==> src/rtl/ro_puf_ctrl.sv <==
// Ring-oscillator PUF challenge/response sequencer.
// Clears and enables one oscillator pair, counts its edges over a window, compares the counts.
`timescale 1ns/1ps
module ro_puf_ctrl #(
    parameter int N_RO       = 16,
    parameter int CNT_W      = 16,
    parameter int RST_CYC    = 4,
    parameter int SETTLE_CYC = 8,
    parameter int WINDOW     = 1024
) (
    input  logic             clk,
    input  logic             rst,
    input  logic             start,
    input  logic [7:0]       challenge,
    input  logic [N_RO-1:0]  ro_out,
    output logic [N_RO-1:0]  ro_en,
    output logic             ro_rst,
    output logic             busy,
    output logic             done,
    output logic             response,
    output logic             tie,
    output logic             err,
    output logic [CNT_W-1:0] count_a,
    output logic [CNT_W-1:0] count_b
);

    localparam int TMR_W = $clog2(WINDOW + RST_CYC + SETTLE_CYC + 1);

    typedef enum logic [2:0] {
        S_IDLE,
        S_RST,
        S_SETTLE,
        S_COUNT,
        S_CMP,
        S_DONE
    } state_t;

    state_t            state_q, state_d;
    logic [TMR_W-1:0]  tmr_q, tmr_d;
    logic [3:0]        sel_a_q, sel_a_d;
    logic [3:0]        sel_b_q, sel_b_d;
    logic [CNT_W-1:0]  cnt_a_q, cnt_a_d;
    logic [CNT_W-1:0]  cnt_b_q, cnt_b_d;
    logic [CNT_W-1:0]  count_a_q, count_a_d;
    logic [CNT_W-1:0]  count_b_q, count_b_d;
    logic              response_q, response_d;
    logic              tie_q, tie_d;
    logic              err_q, err_d;

    logic [N_RO-1:0]   sync1_q, sync2_q, prev_q;
    logic [N_RO-1:0]   rise;
    logic              edge_a, edge_b;

    assign rise   = sync2_q & ~prev_q;
    assign edge_a = rise[sel_a_q];
    assign edge_b = rise[sel_b_q];

    // Two-flop synchronizer plus a history flop for rising-edge detection
    always_ff @(posedge clk or posedge rst) begin
        if (rst) begin
            sync1_q <= '0;
            sync2_q <= '0;
            prev_q  <= '0;
        end else begin
            sync1_q <= ro_out;
            sync2_q <= sync1_q;
            prev_q  <= sync2_q;
        end
    end

    // Sequencer state, phase timer, edge counters and held results
    always_ff @(posedge clk or posedge rst) begin
        if (rst) begin
            state_q    <= S_IDLE;
            tmr_q      <= '0;
            sel_a_q    <= '0;
            sel_b_q    <= '0;
            cnt_a_q    <= '0;
            cnt_b_q    <= '0;
            count_a_q  <= '0;
            count_b_q  <= '0;
            response_q <= 1'b0;
            tie_q      <= 1'b0;
            err_q      <= 1'b0;
        end else begin
            state_q    <= state_d;
            tmr_q      <= tmr_d;
            sel_a_q    <= sel_a_d;
            sel_b_q    <= sel_b_d;
            cnt_a_q    <= cnt_a_d;
            cnt_b_q    <= cnt_b_d;
            count_a_q  <= count_a_d;
            count_b_q  <= count_b_d;
            response_q <= response_d;
            tie_q      <= tie_d;
            err_q      <= err_d;
        end
    end

    // Next-state logic: phase sequencing, saturating counts, result capture
    always_comb begin
        state_d    = state_q;
        tmr_d      = tmr_q;
        sel_a_d    = sel_a_q;
        sel_b_d    = sel_b_q;
        cnt_a_d    = cnt_a_q;
        cnt_b_d    = cnt_b_q;
        count_a_d  = count_a_q;
        count_b_d  = count_b_q;
        response_d = response_q;
        tie_d      = tie_q;
        err_d      = err_q;
        unique case (state_q)
            S_IDLE: begin
                if (start) begin
                    sel_a_d    = challenge[7:4];
                    sel_b_d    = challenge[3:0];
                    tmr_d      = '0;
                    cnt_a_d    = '0;
                    cnt_b_d    = '0;
                    count_a_d  = '0;
                    count_b_d  = '0;
                    response_d = 1'b0;
                    tie_d      = 1'b0;
                    err_d      = 1'b0;
                    if (challenge[7:4] == challenge[3:0]) begin
                        err_d   = 1'b1;
                        state_d = S_DONE;
                    end else begin
                        state_d = S_RST;
                    end
                end
            end
            S_RST: begin
                tmr_d = tmr_q + TMR_W'(1);
                if (tmr_q == TMR_W'(RST_CYC - 1)) begin
                    tmr_d   = '0;
                    state_d = S_SETTLE;
                end
            end
            S_SETTLE: begin
                cnt_a_d = '0;
                cnt_b_d = '0;
                tmr_d   = tmr_q + TMR_W'(1);
                if (tmr_q == TMR_W'(SETTLE_CYC - 1)) begin
                    tmr_d   = '0;
                    state_d = S_COUNT;
                end
            end
            S_COUNT: begin
                if (edge_a && (cnt_a_q != '1)) cnt_a_d = cnt_a_q + CNT_W'(1);
                if (edge_b && (cnt_b_q != '1)) cnt_b_d = cnt_b_q + CNT_W'(1);
                tmr_d = tmr_q + TMR_W'(1);
                if (tmr_q == TMR_W'(WINDOW - 1)) begin
                    tmr_d   = '0;
                    state_d = S_CMP;
                end
            end
            S_CMP: begin
                count_a_d  = cnt_a_q;
                count_b_d  = cnt_b_q;
                response_d = (cnt_a_q > cnt_b_q);
                tie_d      = (cnt_a_q == cnt_b_q);
                state_d    = S_DONE;
            end
            S_DONE: begin
                state_d = S_IDLE;
            end
            default: begin
                state_d = S_IDLE;
            end
        endcase
    end

    // Oscillator pin drive decoded from the registered state
    always_comb begin
        ro_en = '0;
        if ((state_q == S_SETTLE) || (state_q == S_COUNT)) begin
            ro_en[sel_a_q] = 1'b1;
            ro_en[sel_b_q] = 1'b1;
        end
    end

    assign ro_rst   = (state_q == S_RST);
    assign busy     = (state_q != S_IDLE);
    assign done     = (state_q == S_DONE);
    assign response = response_q;
    assign tie      = tie_q;
    assign err      = err_q;
    assign count_a  = count_a_q;
    assign count_b  = count_b_q;

endmodule

==> config.mk <==
export PLATFORM = sky130hd
export DESIGN_NAME = ro_puf_ctrl
export DESIGN_NICKNAME = d
export VERILOG_FILES = /design/src/rtl/ro_puf_ctrl.sv
export SDC_FILE = /design/constraint.sdc
export NUM_CORES = 1
export LEC_CHECK = 0
export ABC_AREA = 1
export BUFFER_PORTS_ARGS = -buffer_cell sky130_fd_sc_hd__buf_2
export CORE_MARGIN = 2
export CORE_UTILIZATION = 45
export DETAILED_ROUTE_END_ITERATION = 8
export GPL_TIMING_DRIVEN = 0
export PLACE_DENSITY = 0.72
export SYNTH_ARGS = -nofsm -noshare
export SYNTH_HDL_FRONTEND = slang
export SYNTH_SLANG_ARGS = --single-unit
==> constraint.sdc <==
create_clock -name clk -period 6.1 [get_ports clk]
set_input_delay 0.915 -clock clk [delete_from_list [all_inputs] [get_ports clk]]
set_output_delay 0.915 -clock clk [all_outputs]
set_load 0.02 [all_outputs]
# Word level (Yosys, flattened, before mapping)

Index checks and enable logic that the tools add are counted.

Output and inout bits: 54
Input port bits: 27
Register bits: 137

Reductions and logical operators: 16
Multiplexer cells: 31
Eq/ne operators: 18
Order comparisons: 5
$add $sub $neg: 3
Bitwise operators: 3

Operator list:

| kind                                                                         | number |
|---|---|
| 16-bit case mux with 3 select lines                                          | 2 |
| 16-bit 2-to-1 mux                                                            | 4 |
| 16-bit case mux with 2 select lines                                          | 2 |
| 11-bit 2-to-1 mux                                                            | 4 |
| 11-bit case mux with 4 select lines                                          | 1 |
| 16-bit by 1-bit adder with 16-bit output, second input constant              | 2 |
| 16-bit != test, second input constant                                        | 2 |
| 16-bit bitwise AND                                                           | 1 |
| 16-bit equality test                                                         | 1 |
| 16-bit greater-than comparator                                               | 1 |
| 16-bit NOT                                                                   | 1 |
| 16-bit OR                                                                    | 1 |
| 3-bit 2-to-1 mux                                                             | 5 |
| 3-bit case mux with 5 select lines                                           | 1 |
| 11-bit by 1-bit adder with 11-bit output, second input constant              | 1 |
| 11-bit by 10-bit equality test with 1-bit output, second input constant      | 1 |
| 11-bit by 2-bit equality test with 1-bit output, second input constant       | 1 |
| 11-bit by 3-bit equality test with 1-bit output, second input constant       | 1 |
| 4-bit by 5-bit less-than comparator with 1-bit output, second input constant | 2 |
| 2-bit != test, second input constant                                         | 5 |
| 1-bit binary-select mux with 4-bit select                                    | 2 |
| 1-bit demux with 4-bit select                                                | 2 |
| 4-bit by 1-bit >= comparator with 1-bit output, second input constant        | 2 |
| 3-bit by 2-bit equality test with 1-bit output, second input constant        | 2 |
| other kinds (15)                                                             | 29 |

# Depth between registers and ports, before layout

Depth after elaboration: 7
Depth in mapped cells: 13
Mapped depth without buffers: 12

# Worst setup path after synthesis

No wires, ideal clock.

Path kind: register to output
Start: register state_q[1]
End: output ro_en[10]
Arrival: 1.207 ns
Setup slack: 3.978 ns
Required time: 5.185 ns
Stages on the path, launching flop included: 6
Buffers on the path: 1
Cells stage by stage: dfrtp_1 > inv_1 > nor2_1 > inv_2 > clkbuf_1 > a21oi_1

Word-level cells in the longest chain between the ends: 3

RTL lines:

| element                                        | RTL line | source |
|---|---|---|
| start, declared                                | 38       | `state_t state_q, state_d;` |
| start signal, assigned                         | 86       | `state_q <= state_d;` |
| 3-bit by 2-bit equality test with 1-bit output | 178      | `if ((state_q == S_SETTLE) \|\| (state_q == S_COUNT)) begin` |
| 1-bit logical OR *                             | 178      |  |
| 16-bit 2-to-1 mux *                            | 178      |  |
| end, declared                                  | 16       | `output logic [N_RO-1:0] ro_en,` |

Every way passes the cells marked *; elsewhere a longest branch is shown, timed or not.

# Worst setup path after layout

Start: register sel_a_q[0]
End: output ro_en[8]

Word-level cells in the longest chain between the ends: 6

RTL lines:

| element                                                                                                                                       | RTL line | source |
|---|---|---|
| start, declared                                                                                                                               | 40       | `logic [3:0] sel_a_q, sel_a_d;` |
| start signal, assigned                                                                                                                        | 88       | `sel_a_q <= sel_a_d;` |
| 4-bit by 5-bit less-than comparator with 1-bit output (implied by the code) or 4-bit by 1-bit >= comparator with 1-bit output (tied branches) | 179      | `ro_en[sel_a_q] = 1'b1;` |
| 1-bit logical AND (implied by the code)                                                                                                       | 179      |  |
| 1-bit 2-to-1 mux (implied by the code)                                                                                                        | 179      |  |
| 1-bit demux with 4-bit select *                                                                                                               | 179      |  |
| 16-bit OR (no source line) *                                                                                                                  | -        |  |
| 16-bit 2-to-1 mux *                                                                                                                           | 178      |  |

Marks and branches as above.

==> reports/metrics.yaml <==
status:
  status: "complete, no violations"
yosys:
  yosysUniqueCellTypes: 29
  seq_area_frac_synth_pct: 50.3
  synth_area_per_cell_um2: 8.04
  synthMuxAreaShare_pct: 0
  synth_top_family_by_area: "simple AND/OR/NAND/NOR gates"
  ys_seq_elements: 137
  synth_edf_count: 0
  synth_flop_cell: "dfrtp_1"
  syn-instance-count: 848
  synthAdderAreaFrac_pct: 3.49
  yosysWarnings: 0
  synthArstFlopShare_pct: 100
  synthXorXnorAreaFrac_pct: 4.62
  synth_compound_area_share_pct: 7.03
  synth_nets: 894
  yosys.area_share.simple_pct: 27.6
  syn-cell-area_um2: 6820
timing:
  drv_slew: 0
  period_needed_ps: 2870
  fin_skew_ps: 5.89
  slew_headroom_pct: 51.1
  max_slew.worst_pin.slew_ps: 730
  fmax_ghz: 0.349
  finalCritPeriodShare_pct: 47.0
  final_hold_viol_count: 0
  setup_viol: 0
  rsz0062_at_grt: "no"
power:
  vdd_ir_drop_max_uv: 219
  leakagePower_nw: 4.13
  p_per_area_nw_per_um2: 397
setup_path:
  r2r-start: "cnt_b_q[0]"
  cp_max_fo: 8
  worstPathArrival_ps: 1950
  critPathSlowestCell: "nor2_1"
  reg2regPathDepth: 10
  worst-path-buf-inv: 1
  slowest_delay_ps: 590
  crit_path_end: "ro_en[8]"
  worst-path-stages: 4
  cp-start-kind: "flip-flop"
  crit_chain: "nor2_1 -> nand2_1 -> a21oi_1 -> buf_2"
  crit_required_ps: 5180
  path_class: "flip-flop to primary output"
  regToRegSetupSlack_ps: 3800
  worst_path_dominant_cell_family: "simple AND/OR/NAND/NOR gates"
  r2r-end: "cnt_b_q[7]"
  endpoint_kind: "primary output"
  crit_start: "sel_a_q[0]"
place:
  routabilityCongestion: 0.936
  portBuffers: 80
  place_inst: 1113
  dp_hpwl_mm: 11.7
  post_dp_cell_area_um2: 7480
finish:
  fin_area_um2: 8120
  syn2layout_area_growth_pct: 19.0
  instances_no_fill: 1145
  drive_above_1_share_pct: 13.9
  antenna_cells: 0
  fin_nets: 994
grt:
  first_global_vias: 5488
  antenna_found_initial: 0
  overflow: 0
  grt_pass1_wl_mm: 27.1
  grt_usage_pct: 21.0
  grt_max_degree: 88
routing:
  viasPerCell: 5.23
  remaining_drc_errors: 0
  dr.pass1.iters: 8
  num_vias: 5990
  dr.first_iter.drc_count: 580
  ant_nets: 0
  drt_wl_total_mm: 16.1
  routedWlPerCell_um: 14.1
die:
  std_cell_rows: 44
  die_w_um: 127
  die_h_um: 127
  num_io_pins: 81
  fp.dieArea_um2: 16200
  start_util_pct: 46.6
  core_area_um2: 14600
cts:
  clkLatencyLatePin_ps: 420
  htree_levels: 4
  holdBufCountCts: 0
  cts_root_buf: "clkbuf_16"
  cts_tree: "yes"
  cts_sinks: 137
  cts_setup_buffers: 0
  post_cts_resize_count: 0
  cts_inserted_buffers: 17
  path_clk_slew_ps: 60
  clockBufferDepth: 2
job:
  max_cap_violations: 0
min_path:
  hp-class: "flip-flop to flip-flop"
layout by cell type, fill, tap and decap left out, drive strengths merged, types with 3 or more instances in the layout:
master / count
a21oi: 31
a22o: 6
buf: 89
bufinv: 4
clkbuf: 29
clkinv: 4
clkinvlp: 4
dfrtp: 137
ha: 19
inv: 106
nand2: 224
nand3: 63
nand4: 26
nor2: 109
nor3: 18
o21ai: 46
xnor2: 3
xor2: 33
metrics by stage:
step	hold slack, ps	setup slack, ps	utilization [%]	setup TNS, ps	power (W)
after floorplan	331	1520	-	0	0.00181
after global placement	332	-5.76	50.9	-97.7	0.00211
after detailed placement	335	3550	51.1	0	0.00214
after CTS	348	3280	55.4	0	0.00324
after global routing	354	3130	55.4	0	0.00342
final	345	3230	55.4	0	0.00322
kinds of logic after synthesis:
kind of cell | after synthesis
AND/OR/NAND/NOR | 446
buffers and inverters | 123
flip-flops | 137
AO/OA/AOI/OAI | 87
adder cells (fa/ha/maj) | 19
XOR/XNOR | 36
metal layers:
layer	track usage, %	vias up	share of wire (%)
li1	-	2930	-
met4	8.53	0	3.1
met1	28.7	2801	44
met2	32.9	212	47
met5	0	-	0
met3	4.65	47	5.7
how the worst min path moves through the flow:
stage,start,slack [ps],endpoint,depth (start not counted)
2_1_floorplan,sync1_q[0],330,sync2_q[0],0
3_3_place_gp,sync1_q[8],330,sync2_q[8],0
3_5_place_dp,sync1_q[5],330,sync2_q[5],0
4_1_cts,sync1_q[5],350,sync2_q[5],0
5_1_grt,sync1_q[14],350,sync2_q[14],0
6_report,sync1_q[11],340,sync2_q[11],0
cells in the mapped netlist (2+ instances only):
library cell | n | area share, %
o21ai_0 | 46 | 3.4
inv_1 | 100 | 5.5
nor3_1 | 18 | 1.3
nand4_1 | 26 | 2.4
ha_1 | 19 | 3.5
inv_2 | 4 | 0.22
a22o_1 | 6 | 0.77
nand2_1 | 222 | 12
nand3b_1 | 2 | 0.22
xnor2_1 | 3 | 0.39
nor4_1 | 2 | 0.18
nor2_1 | 105 | 5.8
nor2_2 | 4 | 0.37
nand3_1 | 63 | 4.6
dfrtp_1 | 137 | 50
buf_2 | 7 | 0.51
clkbuf_1 | 11 | 0.61
xor2_1 | 33 | 4.2
a21oi_1 | 30 | 2.2
state kept, by name, indices dropped and copies added (netlist names):
register / cells
cnt_a_q: 16
cnt_b_q: 16
count_a: 16
count_b: 16
err: 1
prev_q: 16
response: 1
sel_a_q: 4
sel_b_q: 4
state_q: 3
sync1_q: 16
sync2_q: 16
tie: 1
tmr_q: 11
where the power goes:
group          total (W)  internal, W  leakage (nW)  switching [W]
clock network    0.00109     0.000696         0.299       0.000395
registers        0.00108     0.000998          1.78      0.0000778
logic            0.00106     0.000277          2.06       0.000781
cell type report:
class                   count  area [um^2]
fillers                  1329         6530
plain buffers              19         87.6
clock inverters            14          195
inverters                 104          395
flip-flops and latches    137         3430
clock buffers              18          439
repair buffers             81          428
multi-input cells         588         2910
well taps                 184          230
Power figures use the tool's default switching activity.
